$ cat src/rtl/taxi_sfp_link_ctrl.sv
// SFP+ port bring-up / recovery sequencer.
// Debounces module presence, sequences transceiver reset, waits for RX lock,
// retries on lock timeout and latches a fault after repeated failure.
`timescale 1ns/1ps

module taxi_sfp_link_ctrl #(
    parameter int unsigned DEBOUNCE_CYCLES = 125000,
    parameter int unsigned RST_CYCLES      = 64,
    parameter int unsigned LOCK_TIMEOUT    = 12500000,
    parameter int unsigned STABLE_CYCLES   = 1024,
    parameter int unsigned RETRY_MAX       = 3
) (
    input  logic        clk,
    input  logic        rst,
    input  logic        cfg_enable,
    input  logic        fault_clear,
    input  logic        sfp_npres,
    input  logic        sfp_los,
    input  logic        rx_status,
    output logic        sfp_tx_disable,
    output logic        xcvr_rst,
    output logic        link_up,
    output logic        fault,
    output logic [2:0]  state,
    output logic [7:0]  retry_cnt,
    output logic [15:0] link_drop_cnt
);

    localparam int unsigned DEB_W = $clog2(DEBOUNCE_CYCLES) + 1;
    localparam int unsigned RST_W = $clog2(RST_CYCLES) + 1;
    localparam int unsigned LCK_W = $clog2(LOCK_TIMEOUT) + 1;
    localparam int unsigned STB_W = $clog2(STABLE_CYCLES) + 1;

    localparam logic [2:0] ST_ABSENT    = 3'd0;
    localparam logic [2:0] ST_RESET     = 3'd1;
    localparam logic [2:0] ST_WAIT_LOCK = 3'd2;
    localparam logic [2:0] ST_UP        = 3'd3;
    localparam logic [2:0] ST_FAULT     = 3'd4;

    logic             r_npres_meta, r_npres_sync;
    logic             r_los_meta, r_los_sync;
    logic             r_stat_meta, r_stat_sync;
    logic [2:0]       r_state;
    logic [7:0]       r_retry_cnt;
    logic [15:0]      r_link_drop_cnt;
    logic [DEB_W-1:0] r_deb_cnt;
    logic [RST_W-1:0] r_rst_cnt;
    logic [LCK_W-1:0] r_lock_tmr;
    logic [STB_W-1:0] r_stab_cnt;
    logic             r_tx_disable, r_xcvr_rst, r_link_up, r_fault;

    logic             w_present, w_los, w_stat;
    logic             w_enabled, w_deb_done, w_rst_done, w_stable_done, w_lock_timeout;
    logic [2:0]       w_next_state;
    logic [7:0]       w_next_retry;
    logic             w_drop_inc, w_state_chg, w_hold_off;

    assign w_present = ~r_npres_sync;
    assign w_los     = r_los_sync;
    assign w_stat    = r_stat_sync;
    assign w_enabled = w_present & cfg_enable;

    assign w_deb_done     = (r_deb_cnt == DEB_W'(DEBOUNCE_CYCLES - 1));
    assign w_rst_done     = (r_rst_cnt == RST_W'(RST_CYCLES - 1));
    assign w_stable_done  = w_stat && (r_stab_cnt == STB_W'(STABLE_CYCLES - 1));
    // The lock timer sits at zero while dark, so timeout only fires with light present
    assign w_lock_timeout = !w_los && (r_lock_tmr == LCK_W'(LOCK_TIMEOUT - 1));

    // Two-flop synchronisers; reset to the "absent, dark, no lock" values
    always_ff @(posedge clk or posedge rst) begin
        if (rst) begin
            r_npres_meta <= 1'b1;
            r_npres_sync <= 1'b1;
            r_los_meta   <= 1'b1;
            r_los_sync   <= 1'b1;
            r_stat_meta  <= 1'b0;
            r_stat_sync  <= 1'b0;
        end else begin
            r_npres_meta <= sfp_npres;
            r_npres_sync <= r_npres_meta;
            r_los_meta   <= sfp_los;
            r_los_sync   <= r_los_meta;
            r_stat_meta  <= rx_status;
            r_stat_sync  <= r_stat_meta;
        end
    end

    // Next-state / retry decision; removal or disable overrides everything
    always_comb begin
        w_next_state = r_state;
        w_next_retry = r_retry_cnt;
        w_drop_inc   = 1'b0;
        if (!w_enabled) begin
            w_next_state = ST_ABSENT;
            w_next_retry = '0;
        end else begin
            case (r_state)
                ST_ABSENT: begin
                    if (w_deb_done) w_next_state = ST_RESET;
                end
                ST_RESET: begin
                    if (w_rst_done) w_next_state = ST_WAIT_LOCK;
                end
                ST_WAIT_LOCK: begin
                    if (w_stable_done) begin
                        w_next_state = ST_UP;
                        w_next_retry = '0;
                    end else if (w_lock_timeout) begin
                        if (r_retry_cnt == 8'(RETRY_MAX)) begin
                            w_next_state = ST_FAULT;
                        end else begin
                            w_next_state = ST_RESET;
                            w_next_retry = r_retry_cnt + 8'd1;
                        end
                    end
                end
                ST_UP: begin
                    if (!w_stat || w_los) begin
                        w_next_state = ST_RESET;
                        w_drop_inc   = 1'b1;
                    end
                end
                ST_FAULT: begin
                    if (fault_clear) begin
                        w_next_state = ST_RESET;
                        w_next_retry = '0;
                    end
                end
                default: w_next_state = ST_ABSENT;
            endcase
        end
    end

    assign w_state_chg = (w_next_state != r_state);
    assign w_hold_off  = (w_next_state == ST_ABSENT) || (w_next_state == ST_RESET) ||
                         (w_next_state == ST_FAULT);

    // State, retry and drop counters
    always_ff @(posedge clk or posedge rst) begin
        if (rst) begin
            r_state         <= ST_ABSENT;
            r_retry_cnt     <= '0;
            r_link_drop_cnt <= '0;
        end else begin
            r_state     <= w_next_state;
            r_retry_cnt <= w_next_retry;
            if (w_drop_inc && (r_link_drop_cnt != '1)) r_link_drop_cnt <= r_link_drop_cnt + 16'd1;
        end
    end

    // Per-state timers; each is zero outside its own state and on any state change
    always_ff @(posedge clk or posedge rst) begin
        if (rst) begin
            r_deb_cnt  <= '0;
            r_rst_cnt  <= '0;
            r_lock_tmr <= '0;
            r_stab_cnt <= '0;
        end else begin
            if (w_state_chg || r_state != ST_ABSENT || !w_enabled) r_deb_cnt <= '0;
            else r_deb_cnt <= r_deb_cnt + DEB_W'(1);
            if (w_state_chg || r_state != ST_RESET) r_rst_cnt <= '0;
            else r_rst_cnt <= r_rst_cnt + RST_W'(1);
            if (w_state_chg || r_state != ST_WAIT_LOCK || w_los) r_lock_tmr <= '0;
            else r_lock_tmr <= r_lock_tmr + LCK_W'(1);
            if (w_state_chg || r_state != ST_WAIT_LOCK || !w_stat) r_stab_cnt <= '0;
            else r_stab_cnt <= r_stab_cnt + STB_W'(1);
        end
    end

    // Moore outputs decoded from the next state so they align with r_state
    always_ff @(posedge clk or posedge rst) begin
        if (rst) begin
            r_tx_disable <= 1'b1;
            r_xcvr_rst   <= 1'b1;
            r_link_up    <= 1'b0;
            r_fault      <= 1'b0;
        end else begin
            r_tx_disable <= w_hold_off;
            r_xcvr_rst   <= w_hold_off;
            r_link_up    <= (w_next_state == ST_UP);
            r_fault      <= (w_next_state == ST_FAULT);
        end
    end

    assign sfp_tx_disable = r_tx_disable;
    assign xcvr_rst       = r_xcvr_rst;
    assign link_up        = r_link_up;
    assign fault          = r_fault;
    assign state          = r_state;
    assign retry_cnt      = r_retry_cnt;
    assign link_drop_cnt  = r_link_drop_cnt;

endmodule

$ cat config.mk
export PLATFORM = sky130hd
export DESIGN_NAME = taxi_sfp_link_ctrl
export DESIGN_NICKNAME = d
export VERILOG_FILES = /design/src/rtl/taxi_sfp_link_ctrl.sv
export SDC_FILE = /design/constraint.sdc
export NUM_CORES = 1
export LEC_CHECK = 0
export ABC_CLOCK_PERIOD_IN_PS = 3200
export BUFFER_PORTS_ARGS = -buffer_cell sky130_fd_sc_hd__clkbuf_2
export CAP_MARGIN = 20
export CORE_MARGIN = 3
export CORE_UTILIZATION = 59
export CTS_CLUSTER_DIAMETER = 100
export DETAILED_ROUTE_END_ITERATION = 8
export PLACE_DENSITY = 0.87
export SYNTH_ARGS = -nofsm -noshare
export SYNTH_HDL_FRONTEND = slang
export SYNTH_SLANG_ARGS = --single-unit
$ cat constraint.sdc
create_clock -name clk -period 3.2 [get_ports clk]
set_input_delay 0.32 -clock clk [delete_from_list [all_inputs] [get_ports clk]]
set_output_delay 0.32 -clock clk [all_outputs]
set_load 0.02 [all_outputs]
==> results of run 1 <==
## Yosys cell counts, drive strengths merged
| cell type | n |
|---|---|
| nand2b | 4 |
| nor3 | 9 |
| clkbuf | 4 |
| a41oi | 1 |
| dfstp | 5 |
| nor4b | 1 |
| o31ai | 1 |
| nand3b | 1 |
| and4bb | 1 |
| xnor2 | 30 |
| or3 | 2 |
| or4b | 2 |
| a311oi | 1 |
| o21bai | 1 |
| nand4 | 13 |
| and3 | 17 |
| or4 | 6 |
| nand2 | 32 |
| nor2 | 86 |
| o22ai | 1 |
| ha | 6 |
| and4 | 8 |
| a21oi | 5 |
| o21ai | 13 |
| or2 | 3 |
| nand3 | 36 |
| nor3b | 1 |
| a31oi | 3 |
| buf | 6 |
| nor2b | 2 |
| mux2 | 1 |
| inv | 10 |
| xor2 | 37 |
| o211ai | 2 |
| nand4bb | 1 |
| and2 | 1 |
| dfrtp | 92 |
| nor4bb | 1 |
| nor4 | 3 |
| a2111o | 1 |
| or2b | 1 |
## worst max-delay path by stage
stage	start	end	slack, ps	cells after the start
2_1_floorplan	rst	fault$_DFF_PP0_	350	1
3_3_place_gp	r_stab_cnt[0]$_DFF_PP0_	retry_cnt[6]$_DFFE_PP0P_	610	7
3_5_place_dp	r_stab_cnt[0]$_DFF_PP0_	retry_cnt[7]$_DFFE_PP0P_	450	7
4_1_cts	r_stab_cnt[0]$_DFF_PP0_	retry_cnt[7]$_DFFE_PP0P_	430	7
5_1_grt	r_stab_cnt[0]$_DFF_PP0_	retry_cnt[7]$_DFFE_PP0P_	240	7
6_report	r_stab_cnt[0]$_DFF_PP0_	retry_cnt[7]$_DFFE_PP0P_	450	7
## sequential cells by signal, indices dropped and copies added, names as in the netlist
register	flops
fault	1
link_drop_cnt	16
link_up	1
r_deb_cnt	18
r_lock_tmr	25
r_los_meta	1
r_los_sync	1
r_npres_meta	1
r_npres_sync	1
r_rst_cnt	7
r_stab_cnt	11
r_stat_meta	1
r_stat_sync	1
retry_cnt	8
state	3
xcvr_rst	1
## worst min-delay path: cells and delay by family
family	cells	cell delay (ps)
buffers and inverters	3	530
## area by class of cell
class	instances	area [µm²]	share of cell area
well taps	99	124	0.0245
clock inverters	6	73.8	0.0146
inverters	10	38.8	0.00767
repair buffers	39	213	0.0420
multi-input cells	334	2040	0.403
clock buffers	10	138	0.0272
flip-flops and latches	97	2430	0.481
## per-layer routing
metal / GRT usage / part of all wire / vias to the layer above
li1: - / - / 1616
met1: 0.292 / 0.45 / 1687
met5: 0 / 0 / -
met4: 0.0517 / 0.014 / 0
met3: 0.0505 / 0.044 / 13
met2: 0.362 / 0.49 / 100
## power by group through the flow
stage	registers, mW	logic, mW	clock network [mW]
CTS	1.24	0.0639	0.847
floorplan	1.27	0.0385	0
finish	1.24	0.0618	0.831
global placement	1.27	0.0620	0
global route	1.24	0.0715	0.899
detailed placement	1.27	0.0636	0
## cells by family (layout without fill, tap and decap cells)
| group | count (synthesis) | count (layout) | synth area share |
|---|---|---|---|
| muxes | 1 | 1 | 0.00246 |
| DFF | 97 | 97 | 0.531 |
| and+or+nand+nor | 231 | 231 | 0.259 |
| buffers and inverters | 20 | 65 | 0.0232 |
| AOI/OAI and AO/OA | 29 | 29 | 0.0393 |
| adders and majority gates | 6 | 6 | 0.0164 |
| xor gates and xnor gates | 67 | 67 | 0.128 |
## stage by stage
stage	worst slack, ps	instance area (µm²)	util	cells
2_1_floorplan	355	4580	-	451
3_3_place_gp	614	4850	0.654	579
3_5_place_dp	454	4850	0.654	579
4_1_cts	428	5060	0.683	595
5_1_grt	244	5060	0.683	595
6_report	451	5060	0.683	595
==> metrics.txt, run 1 <==
# TYPE chip_impl_metric gauge
chip_impl_metric{name="die_area",unit="µm²"} 8850
chip_impl_metric{name="worst_skew_pair.late_latency",unit="ps"} 360
chip_impl_metric{name="netSwitchingPower",unit="mW"} 0.491
chip_impl_metric{name="synth-seq-area-share",unit=""} 0.531
chip_impl_metric{name="post_route_cells_drive_above_1_share",unit=""} 0.161
chip_impl_metric{name="core_area",unit="µm²"} 7410
chip_impl_metric{name="dieHeight",unit="µm"} 94.1
chip_impl_metric{name="placementRows",unit=""} 31
chip_impl_metric{name="place_hpwl",unit="µm"} 6150
chip_impl_metric{name="vdd.ir_drop.worst",unit="mV"} 0.422
chip_impl_metric{name="post_cts_repair_setup_buffers",unit=""} 0
chip_impl_metric{name="max_slew.worst_pin.slew",unit="ps"} 673
chip_impl_metric{name="grt_start_max_net_pins",unit=""} 98
chip_impl_info{name="slowest_stage",value="sky130_fd_sc_hd__or4_1"} 1
chip_impl_info{name="critical_path.startpoint_type",value="flip-flop"} 1
chip_impl_metric{name="power.sequential.fraction",unit=""} 0.582
chip_impl_metric{name="cts_buffers",unit=""} 9
chip_impl_metric{name="power.static_leakage",unit="nW"} 2.23
chip_impl_metric{name="power.share.clock",unit=""} 0.389
chip_impl_info{name="path_class_of_the_lowest_slack_min_delay_path",value="input pin to asynchronous set/reset pin"} 1
chip_impl_info{name="synth_area_leaders",value="sky130_fd_sc_hd__dfrtp_1 50%, sky130_fd_sc_hd__xor2_1 7.1%, sky130_fd_sc_hd__nor2_1 6.5%, sky130_fd_sc_hd__xnor2_1 5.7%, sky130_fd_sc_hd__nand3_1 3.9%"} 1
chip_impl_metric{name="skew",unit="ps"} 12.9
chip_impl_metric{name="critPathMaxStageDelay",unit="ps"} 690
chip_impl_metric{name="cts.reportedPaths.clkPinSlew",unit="ps"} 100
chip_impl_metric{name="critPathArrivalTime",unit="ps"} 3020
chip_impl_metric{name="antenna_violating_nets_post_route",unit=""} 0
chip_impl_metric{name="initial_antenna_violation_count",unit=""} 0
chip_impl_metric{name="vias_in_the_first_global_route",unit=""} 3418
chip_impl_metric{name="yosysUniqueCellTypes",unit=""} 51
chip_impl_metric{name="fmax",unit="GHz"} 0.364
chip_impl_metric{name="period_needed",unit="ps"} 2750
chip_impl_metric{name="netlist.area_leader.share",unit=""} 0.503
chip_impl_metric{name="numPortBuffers",unit=""} 37
chip_impl_metric{name="cts_num_sinks",unit=""} 97
chip_impl_metric{name="post_synthesis_cells",unit=""} 451
chip_impl_metric{name="final.hold.worst_slack",unit="ps"} 43.1
chip_impl_metric{name="dr_total_vias",unit=""} 3416
chip_impl_metric{name="critPathBufInv",unit=""} 0
chip_impl_metric{name="synthesis.nets",unit=""} 464
chip_impl_metric{name="first_iteration_detailed_routing_drc_count",unit=""} 218
chip_impl_metric{name="power.density_cell_area",unit="nW/µm²"} 422
chip_impl_metric{name="timing_max_transition_violations_final",unit=""} 0
chip_impl_metric{name="cell_internal_pwr",unit="mW"} 1.64
chip_impl_metric{name="register_bit_total_from_synthesis",unit=""} 97
chip_impl_metric{name="gpl.final_weighted_congestion",unit=""} 0.847
chip_impl_metric{name="p_comb_frac",unit=""} 0.029
chip_impl_metric{name="timing.final.setup_violations",unit=""} 0
chip_impl_metric{name="timing.final.hold_violations",unit=""} 0
chip_impl_info{name="rsz0062_at_grt",value="no"} 1
chip_impl_metric{name="cts-root-to-sink-buffers",unit=""} 2
chip_impl_metric{name="groute.usage.overall",unit=""} 0.218
chip_impl_metric{name="cts_resized",unit=""} 0
chip_impl_info{name="tritoncts",value="built"} 1
chip_impl_info{name="r2r_start",value="r_stab_cnt[0]$_DFF_PP0_"} 1
chip_impl_metric{name="die-width",unit="µm"} 94.1
chip_impl_info{name="setup.worst_path.end_class",value="flip-flop"} 1
chip_impl_metric{name="cap_viol_max_count",unit=""} 0
chip_impl_info{name="layout.cells.most_common",value="sky130_fd_sc_hd__dfrtp_1"} 1
chip_impl_metric{name="finalNetCount",unit=""} 504
chip_impl_info{name="outcome",value="completed"} 1
chip_impl_metric{name="grt_first_pass_wirelength",unit="µm"} 15500
chip_impl_metric{name="final_min_period_over_clock_period",unit=""} 0.859
chip_impl_metric{name="gr-total-overflow",unit=""} 0
chip_impl_metric{name="switching_share",unit=""} 0.230
chip_impl_metric{name="drt-pass1-iter-count",unit=""} 5
chip_impl_metric{name="area_delta_synth_final",unit="%"} 10.5
chip_impl_metric{name="wirelength",unit="µm"} 8960
chip_impl_metric{name="start_util",unit=""} 0.618
chip_impl_metric{name="finalPower",unit="mW"} 2.13
chip_impl_metric{name="fin_tns_setup",unit="ps"} 0
chip_impl_info{name="cpLargestDelayFamily",value="simple AND/OR/NAND/NOR gates"} 1
chip_impl_info{name="mostFrequentLayoutCells",value="92 x sky130_fd_sc_hd__dfrtp_1, 79 x sky130_fd_sc_hd__nor2_1, 37 x sky130_fd_sc_hd__xor2_1, 37 x sky130_fd_sc_hd__clkbuf_2, 36 x sky130_fd_sc_hd__nand3_1"} 1
chip_impl_metric{name="netlist_area",unit="µm²"} 4580
chip_impl_metric{name="fillers",unit=""} 557
chip_impl_metric{name="timing.critical_path.required",unit="ps"} 3470
chip_impl_metric{name="worst-r2r-cell-count",unit=""} 7
chip_impl_metric{name="ys_warn_count",unit=""} 0
chip_impl_metric{name="htree_num_levels",unit=""} 3
chip_impl_info{name="worstSetupPathType",value="flip-flop to flip-flop"} 1
chip_impl_metric{name="drt-wirelength-per-cell",unit="µm"} 15.1
chip_impl_metric{name="ctsHoldBuffers",unit=""} 0
chip_impl_metric{name="mean_instance_size_in_the_synthesized_netlist",unit="µm²"} 10.2
chip_impl_info{name="critical_path.cell_chain",value="ha_1, nand4_2, or4_1, a31oi_1, o21ai_1, or4_1, o211ai_1"} 1
chip_impl_metric{name="setup.reg_to_reg.worst_slack",unit="ps"} 450
chip_impl_metric{name="top_level_ports",unit=""} 38
chip_impl_info{name="crit_top_cell",value="sky130_fd_sc_hd__or4_1"} 1
chip_impl_metric{name="slew_headroom",unit=""} 0.549
chip_impl_info{name="r2r-end",value="retry_cnt[7]$_DFFE_PP0P_"} 1
chip_impl_metric{name="insertedDiodeCount",unit=""} 0
chip_impl_info{name="ctsRootBufferMaster",value="sky130_fd_sc_hd__clkbuf_8"} 1
chip_impl_info{name="netlist.top_cell.by_area",value="sky130_fd_sc_hd__dfrtp_1"} 1
chip_impl_metric{name="critical_path_fanout_max",unit=""} 12
chip_impl_metric{name="viasPerCell",unit=""} 5.74
chip_impl_metric{name="drc",unit=""} 0
No activity file was read; power rests on OpenSTA's default activity.
==> inputs of run 2 (changes only) <==
--- a/config.mk
+++ b/config.mk
@@ -6,12 +6,12 @@
 export NUM_CORES = 1
 export LEC_CHECK = 0
 export ABC_CLOCK_PERIOD_IN_PS = 3200
-export BUFFER_PORTS_ARGS = -buffer_cell sky130_fd_sc_hd__clkbuf_2
 export CAP_MARGIN = 20
 export CORE_MARGIN = 3
-export CORE_UTILIZATION = 59
+export CORE_UTILIZATION = 63
 export CTS_CLUSTER_DIAMETER = 100
 export DETAILED_ROUTE_END_ITERATION = 8
+export DONT_BUFFER_PORTS = 1
 export PLACE_DENSITY = 0.87
 export SYNTH_ARGS = -nofsm -noshare
 export SYNTH_HDL_FRONTEND = slang
==> run 2 against run 1 <==
Compared with the run above: clock power shrank 7.3%; power shrank 3.0%; first-iteration DRC count shrank 6.9%; die area shrank 6.0%; worst setup slack gained 45 ps; hold slack gained 140 ps; routed wire length shrank 5.1%; critical path depth is the same; critical path type unchanged; largest cell class unchanged.
==> metrics.txt, run 2 (synthesized netlist as in run 1, its figures left out) <==
# TYPE chip_impl_metric gauge
chip_impl_metric{name="core_area",unit="µm²"} 6910
chip_impl_metric{name="top_level_ports",unit=""} 38
chip_impl_metric{name="worst-r2r-cell-count",unit=""} 7
chip_impl_metric{name="dieHeight",unit="µm"} 91.3
chip_impl_info{name="mostFrequentLayoutCells",value="92 x sky130_fd_sc_hd__dfrtp_1, 79 x sky130_fd_sc_hd__nor2_1, 37 x sky130_fd_sc_hd__xor2_1"} 1
chip_impl_metric{name="die-width",unit="µm"} 91.3
chip_impl_metric{name="vdd.ir_drop.worst",unit="mV"} 0.300
chip_impl_metric{name="drt-wirelength-per-cell",unit="µm"} 15.2
chip_impl_metric{name="insertedDiodeCount",unit=""} 0
chip_impl_metric{name="fin_tns_setup",unit="ps"} 0
chip_impl_metric{name="largest_reg_flops",unit=""} 25
chip_impl_metric{name="final_min_period_over_clock_period",unit=""} 0.845
chip_impl_info{name="grt_busiest_layer",value="met2"} 1
chip_impl_metric{name="start_util",unit=""} 0.663
chip_impl_metric{name="timing.critical_path.required",unit="ps"} 3480
chip_impl_metric{name="skew",unit="ps"} 10.3
chip_impl_metric{name="wirelength",unit="µm"} 8510
chip_impl_metric{name="use_met3",unit=""} 0.0646
chip_impl_metric{name="post_cts_repair_setup_buffers",unit=""} 0
chip_impl_metric{name="cts-root-to-sink-buffers",unit=""} 2
chip_impl_info{name="outcome",value="completed"} 1
chip_impl_metric{name="worst_skew_pair.late_latency",unit="ps"} 360
chip_impl_metric{name="htree_num_levels",unit=""} 3
chip_impl_metric{name="cts.reportedPaths.clkPinSlew",unit="ps"} 90
chip_impl_metric{name="gr-total-overflow",unit=""} 0
chip_impl_metric{name="place.detailed.instances",unit=""} 540
chip_impl_metric{name="timing_max_transition_violations_final",unit=""} 0
chip_impl_metric{name="sequential_cell_area",unit="µm²"} 2430
chip_impl_metric{name="multi_input_comb_area",unit="µm²"} 2040
chip_impl_metric{name="viasPerCell",unit=""} 5.76
chip_impl_metric{name="first_iteration_detailed_routing_drc_count",unit=""} 203
chip_impl_metric{name="fmax",unit="GHz"} 0.370
chip_impl_metric{name="ctsHoldBuffers",unit=""} 4
chip_impl_metric{name="initial_antenna_violation_count",unit=""} 0
chip_impl_metric{name="period_needed",unit="ps"} 2700
chip_impl_metric{name="post_route_cells_drive_above_1_share",unit=""} 0.0905
chip_impl_metric{name="timing.final.setup_violations",unit=""} 0
chip_impl_metric{name="cts_buffers",unit=""} 9
chip_impl_info{name="path_class_of_the_lowest_slack_min_delay_path",value="input pin to flip-flop"} 1
chip_impl_metric{name="grt_start_max_net_pins",unit=""} 45
chip_impl_metric{name="groute.usage.overall",unit=""} 0.219
chip_impl_metric{name="numPortBuffers",unit=""} 0
chip_impl_info{name="layout.cells.most_common",value="sky130_fd_sc_hd__dfrtp_1"} 1
chip_impl_metric{name="place_hpwl",unit="µm"} 5950
chip_impl_metric{name="dr_total_vias",unit=""} 3223
chip_impl_metric{name="setup.reg_to_reg.worst_slack",unit="ps"} 500
chip_impl_metric{name="drc",unit=""} 0
chip_impl_metric{name="cts_num_sinks",unit=""} 97
chip_impl_metric{name="max_slew.worst_pin.slew",unit="ps"} 744
chip_impl_metric{name="drt-pass1-iter-count",unit=""} 4
chip_impl_metric{name="antenna_violating_nets_post_route",unit=""} 0
chip_impl_metric{name="cts_resized",unit=""} 0
chip_impl_metric{name="groute.layer.met1.usage",unit=""} 0.288
chip_impl_info{name="top_register",value="r_lock_tmr"} 1
chip_impl_metric{name="area_delta_synth_final",unit="%"} 6.61
chip_impl_metric{name="vias_in_the_first_global_route",unit=""} 3237
chip_impl_info{name="rsz0062_at_grt",value="no"} 1
chip_impl_metric{name="gpl.final_weighted_congestion",unit=""} 0.879
chip_impl_metric{name="cap_viol_max_count",unit=""} 0
chip_impl_info{name="worstSetupPathType",value="flip-flop to flip-flop"} 1
chip_impl_metric{name="die_area",unit="µm²"} 8330
chip_impl_metric{name="slew_headroom",unit=""} 0.503
chip_impl_metric{name="grt_first_pass_wirelength",unit="µm"} 14900
chip_impl_metric{name="timing.final.hold_violations",unit=""} 0
chip_impl_metric{name="global_route.usage.met2",unit=""} 0.347
chip_impl_metric{name="critPathArrivalTime",unit="ps"} 2990
chip_impl_info{name="critical_path.startpoint_type",value="flip-flop"} 1
chip_impl_metric{name="placementRows",unit=""} 30
chip_impl_metric{name="non_filler_cells_in_the_finished_layout",unit=""} 560
chip_impl_metric{name="finalNetCount",unit=""} 472
chip_impl_metric{name="hold-path-cell-count",unit=""} 2
chip_impl_metric{name="power.density_cell_area",unit="nW/µm²"} 424
chip_impl_metric{name="critical_path_fanout_max",unit=""} 12
chip_impl_info{name="ctsRootBufferMaster",value="sky130_fd_sc_hd__clkbuf_8"} 1
chip_impl_info{name="setup.worst_path.end_class",value="flip-flop"} 1
chip_impl_info{name="tritoncts",value="built"} 1
chip_impl_metric{name="fillers",unit=""} 517
chip_impl_metric{name="power.static_leakage",unit="nW"} 2.07
## run 2: report_power, final
group | switching (mW) | internal, mW | total [mW] | leakage, nW
clock network | 0.408 | 0.362 | 0.770 | 0.0937
registers | 0.0110 | 1.23 | 1.25 | 1.32
logic | 0.0410 | 0.0130 | 0.0540 | 0.652
total | 0.459 | 1.61 | 2.07 | 2.07
## run 2: per-layer routing
| metal | up-vias | wire, µm |
|---|---|---|
| met5 | - | 0 |
| met3 | 14 | 580 |
| met1 | 1568 | 3710 |
| li1 | 1560 | - |
| met4 | 0 | 144 |
| met2 | 81 | 4080 |
## run 2: per-stage QoR
| step | worst slack, ps | total power, mW | utilization | hold slack (ps) | cell area (µm²) |
|---|---|---|---|---|---|
| after floorplan | 355 | 1.31 | - | 324 | 4580 |
| after global placement | 629 | 1.32 | 0.674 | 325 | 4650 |
| after global routing | 276 | 2.16 | 0.707 | 195 | 4880 |
| final | 496 | 2.07 | 0.707 | 181 | 4880 |
| after detailed placement | 505 | 1.32 | 0.674 | 325 | 4650 |
| after CTS | 492 | 2.09 | 0.707 | 162 | 4880 |
## run 2: final timing paths
kind	startpoint	to
max in group asynchronous	rst	xcvr_rst$_DFF_PP1_
max reg2reg	r_stab_cnt[0]$_DFF_PP0_	retry_cnt[7]$_DFFE_PP0P_
min in group asynchronous	rst	link_drop_cnt[12]$_DFFE_PP0P_
min reg2reg	r_npres_meta$_DFF_PP1_	r_npres_sync$_DFF_PP1_
min	fault_clear	state[2]$_DFF_PP0_
max	r_stab_cnt[0]$_DFF_PP0_	retry_cnt[7]$_DFFE_PP0P_
## run 2: final cells by class
class	count	share of cell area
sequential	97	0.498
multi-input combinational	334	0.418
clock buffer	11	0.0269
tap	96	0.0246
timing repair buffer	7	0.0128
clock inverter	5	0.0115
inverter	10	0.00794
## run 2: critical path, stage by stage (launching register included)
cell and delay (ps):
sky130_fd_sc_hd__dfrtp_1 390, sky130_fd_sc_hd__ha_1 240, sky130_fd_sc_hd__nand4_2 150, sky130_fd_sc_hd__or4_1 710
sky130_fd_sc_hd__a31oi_1 220, sky130_fd_sc_hd__o21ai_1 260, sky130_fd_sc_hd__or4_1 570, sky130_fd_sc_hd__o211ai_1 90
==> inputs of run 3 (changes only) <==
==> config.mk (replaced) <==
export PLATFORM = sky130hd
export DESIGN_NAME = taxi_sfp_link_ctrl
export DESIGN_NICKNAME = d
export VERILOG_FILES = /design/src/rtl/taxi_sfp_link_ctrl.sv
export SDC_FILE = /design/constraint.sdc
export NUM_CORES = 1
export LEC_CHECK = 0
export ABC_CLOCK_PERIOD_IN_PS = 2300
export CAP_MARGIN = 20
export CORE_MARGIN = 3
export CORE_UTILIZATION = 57
export CTS_CLUSTER_DIAMETER = 100
export DETAILED_ROUTE_END_ITERATION = 8
export DONT_BUFFER_PORTS = 1
export PLACE_DENSITY = 0.83
export SYNTH_ARGS = -nofsm -noshare
export SYNTH_HDL_FRONTEND = slang
export SYNTH_SLANG_ARGS = --single-unit
==> constraint.sdc (replaced) <==
create_clock -name clk -period 2.3 [get_ports clk]
set_input_delay 0.23 -clock clk [delete_from_list [all_inputs] [get_ports clk]]
set_output_delay 0.23 -clock clk [all_outputs]
set_load 0.02 [all_outputs]
==> run 3 against run 2 <==
Compared with the run above: the flow now finishes with violations (negative setup slack); flip-flop and latch count unchanged; non-clock buffer count up 43; worst setup slack worse by 620 ps; power up 49%; first-iteration DRC count down 2.0%; hold slack worse by 100 ps; clock power up 62%; final cell count up 8.8%; routed wire length up 9.6%; critical path depth unchanged; die area up 9.8%; fmax up 11%; critical endpoint is now r_rst_cnt[1]$_DFF_PP0_; largest power group unchanged.
==> metrics.txt, run 3 (synthesized netlist as in run 1, its figures left out) <==
# TYPE chip_impl_metric gauge
chip_impl_info{name="outcome",value="finished, violations left"} 1
chip_impl_info{name="violations",value="negative setup slack"} 1
chip_impl_metric{name="gpl.final_weighted_congestion",unit=""} 0.830
chip_impl_metric{name="power.density_cell_area",unit="nW/µm²"} 575
chip_impl_metric{name="gr-total-overflow",unit=""} 0
chip_impl_metric{name="vdd.ir_drop.worst",unit="mV"} 0.368
chip_impl_metric{name="skew",unit="ps"} 11.4
chip_impl_metric{name="dieHeight",unit="µm"} 95.6
chip_impl_metric{name="viasPerCell",unit=""} 5.61
chip_impl_metric{name="grt_start_max_net_pins",unit=""} 45
chip_impl_info{name="critical_path.cell_chain",value="ha_4, or4b_4, or4b_4, o22ai_2, nor3_2, or4_4, nor2_2"} 1
chip_impl_metric{name="timing.final.setup_violations",unit=""} 7
chip_impl_info{name="top_register",value="r_lock_tmr"} 1
chip_impl_metric{name="first_iteration_detailed_routing_drc_count",unit=""} 199
chip_impl_info{name="layout.cells.most_common",value="sky130_fd_sc_hd__dfrtp_1"} 1
chip_impl_info{name="critical_path.startpoint_type",value="flip-flop"} 1
chip_impl_metric{name="numPortBuffers",unit=""} 0
chip_impl_info{name="crit_top_cell",value="sky130_fd_sc_hd__or4b_4"} 1
chip_impl_metric{name="groute.usage.overall",unit=""} 0.218
chip_impl_metric{name="dr_total_vias",unit=""} 3419
chip_impl_metric{name="cts_num_sinks",unit=""} 97
chip_impl_metric{name="max_slew.worst_pin.slew",unit="ps"} 926
chip_impl_metric{name="fillers",unit=""} 587
chip_impl_metric{name="power.static_leakage",unit="nW"} 2.33
chip_impl_metric{name="critPathArrivalTime",unit="ps"} 2730
chip_impl_metric{name="initial_antenna_violation_count",unit=""} 0
chip_impl_info{name="mostFrequentLayoutCells",value="92 x sky130_fd_sc_hd__dfrtp_1, 79 x sky130_fd_sc_hd__nor2_1, 44 x sky130_fd_sc_hd__buf_4"} 1
chip_impl_metric{name="slew_headroom",unit=""} 0.381
chip_impl_metric{name="post-route-cell-area",unit="µm²"} 5360
chip_impl_metric{name="timing.final.hold_violations",unit=""} 0
chip_impl_metric{name="period_needed",unit="ps"} 2430
chip_impl_metric{name="setup_ws_pre_cts",unit="ps"} -108
chip_impl_info{name="slowest_stage",value="sky130_fd_sc_hd__or4b_4"} 1
chip_impl_metric{name="drt-pass1-iter-count",unit=""} 4
chip_impl_metric{name="area_delta_synth_final",unit="%"} 17.0
chip_impl_metric{name="timing.critical_path.required",unit="ps"} 2600
chip_impl_metric{name="fmax",unit="GHz"} 0.412
chip_impl_metric{name="drt-wirelength-per-cell",unit="µm"} 15.3
chip_impl_metric{name="die-width",unit="µm"} 95.6
chip_impl_metric{name="postLayoutCoreUtil",unit=""} 0.690
chip_impl_metric{name="place_hpwl",unit="µm"} 6600
chip_impl_info{name="rsz0062_at_grt",value="yes"} 1
chip_impl_metric{name="die_area",unit="µm²"} 9150
chip_impl_metric{name="fin_tns_setup",unit="ps"} -810
chip_impl_metric{name="insertedDiodeCount",unit=""} 0
chip_impl_metric{name="placementRows",unit=""} 32
chip_impl_metric{name="cts-root-to-sink-buffers",unit=""} 2
chip_impl_metric{name="top_level_ports",unit=""} 38
chip_impl_metric{name="worst_skew_pair.late_latency",unit="ps"} 370
chip_impl_metric{name="cts.reportedPaths.clkPinSlew",unit="ps"} 100
chip_impl_metric{name="start_util",unit=""} 0.590
chip_impl_metric{name="cap_viol_max_count",unit=""} 0
chip_impl_metric{name="cts_buffers",unit=""} 9
chip_impl_metric{name="timing.final.ws_setup",unit="ps"} -128
chip_impl_metric{name="antenna_violating_nets_post_route",unit=""} 0
chip_impl_metric{name="critical_path_fanout_max",unit=""} 7
chip_impl_metric{name="non_filler_cells_in_the_finished_layout",unit=""} 609
chip_impl_metric{name="critPathMaxStageDelay",unit="ps"} 550
chip_impl_info{name="worstSetupPathType",value="flip-flop to flip-flop"} 1
chip_impl_metric{name="finalNetCount",unit=""} 515
chip_impl_metric{name="drc",unit=""} 0
chip_impl_metric{name="post_route_cells_drive_above_1_share",unit=""} 0.199
chip_impl_metric{name="timing_max_transition_violations_final",unit=""} 0
chip_impl_metric{name="vias_in_the_first_global_route",unit=""} 3456
chip_impl_metric{name="htree_num_levels",unit=""} 3
chip_impl_metric{name="final_min_period_over_clock_period",unit=""} 1.06
chip_impl_info{name="path_class_of_the_lowest_slack_min_delay_path",value="input pin to flip-flop"} 1
chip_impl_metric{name="grt_first_pass_wirelength",unit="µm"} 15500
chip_impl_metric{name="wirelength",unit="µm"} 9330
chip_impl_info{name="tritoncts",value="built"} 1
chip_impl_metric{name="largest_reg_flops",unit=""} 25
chip_impl_metric{name="core_area",unit="µm²"} 7770
chip_impl_info{name="setup.worst_path.end_class",value="flip-flop"} 1
chip_impl_metric{name="place.detailed.instances",unit=""} 587
chip_impl_metric{name="placed_area",unit="µm²"} 5010
chip_impl_info{name="ctsRootBufferMaster",value="sky130_fd_sc_hd__clkbuf_8"} 1
## run 3: cell type report
| class | count | area [µm²] | share of cell area |
|---|---|---|---|
| Sequential cell | 97 | 2430 | 0.454 |
| Inverter | 10 | 41.3 | 0.00770 |
| Clock inverter | 7 | 104 | 0.0194 |
| Timing Repair Buffer | 50 | 410 | 0.0766 |
| Multi-Input combinational cell | 334 | 2120 | 0.395 |
| Tap cell | 102 | 128 | 0.0238 |
| Clock buffer | 9 | 124 | 0.0231 |
## run 3: per-stage QoR
stage          power, mW  hold WS [ps]
2_1_floorplan       1.82           234
3_3_place_gp        1.85           235
3_5_place_dp        1.85           235
4_1_cts             3.10          61.6
5_1_grt             3.19           104
6_report            3.08          78.7
## run 3: path summary, 6_finish.rpt
check                                       start                       endpoint  slack (ps)  depth (start not counted)
min in group asynchronous                     rst  link_drop_cnt[11]$_DFFE_PP0P_         530                          2
min reg2reg                 r_stat_meta$_DFF_PP0_          r_stat_sync$_DFF_PP0_         360                          0
min                                   fault_clear             state[2]$_DFF_PP0_          80                          2
max                        r_deb_cnt[1]$_DFF_PP0_         r_rst_cnt[1]$_DFF_PP0_        -130                          7
max in group asynchronous                     rst       r_lock_tmr[21]$_DFF_PP0_        1060                          3
max reg2reg                r_deb_cnt[1]$_DFF_PP0_         r_rst_cnt[1]$_DFF_PP0_        -130                          7
## run 3: where the power goes
| part | internal, mW | switching [mW] |
|---|---|---|
| Combinational | 0.0359 | 0.0685 |
| Sequential | 1.72 | 0.00917 |
| Clock | 0.623 | 0.626 |
| Total | 2.38 | 0.704 |
## run 3: what timing repair did
action | 4_1_cts | 5_1_grt
pin swaps | 0 | 4
endpoints found under the hold margin | 39 | 0
hold buffers | 4 | 0
resized for setup | 3 | 12
endpoints found under the setup margin | 9 | 38
setup buffers | 2 | 2
## run 3: critical path, delay by kind of cell, from the launching register on
| kind | cells | cell delay [ps] |
|---|---|---|
| AND/OR/NAND/NOR | 5 | 1710 |
| AO/OA/AOI/OAI | 1 | 120 |
| flip-flops | 1 | 400 |
| adder cells (fa/ha/maj) | 1 | 140 |
## run 3: layer usage
layer	part of all wire	vias up	GRT usage	wire length, µm
met3	0.058	15	0.0537	543
met1	0.43	1680	0.270	3980
met4	0.019	0	0.105	180
li1	-	1637	-	-
met5	0	-	0	0
met2	0.50	87	0.357	4620
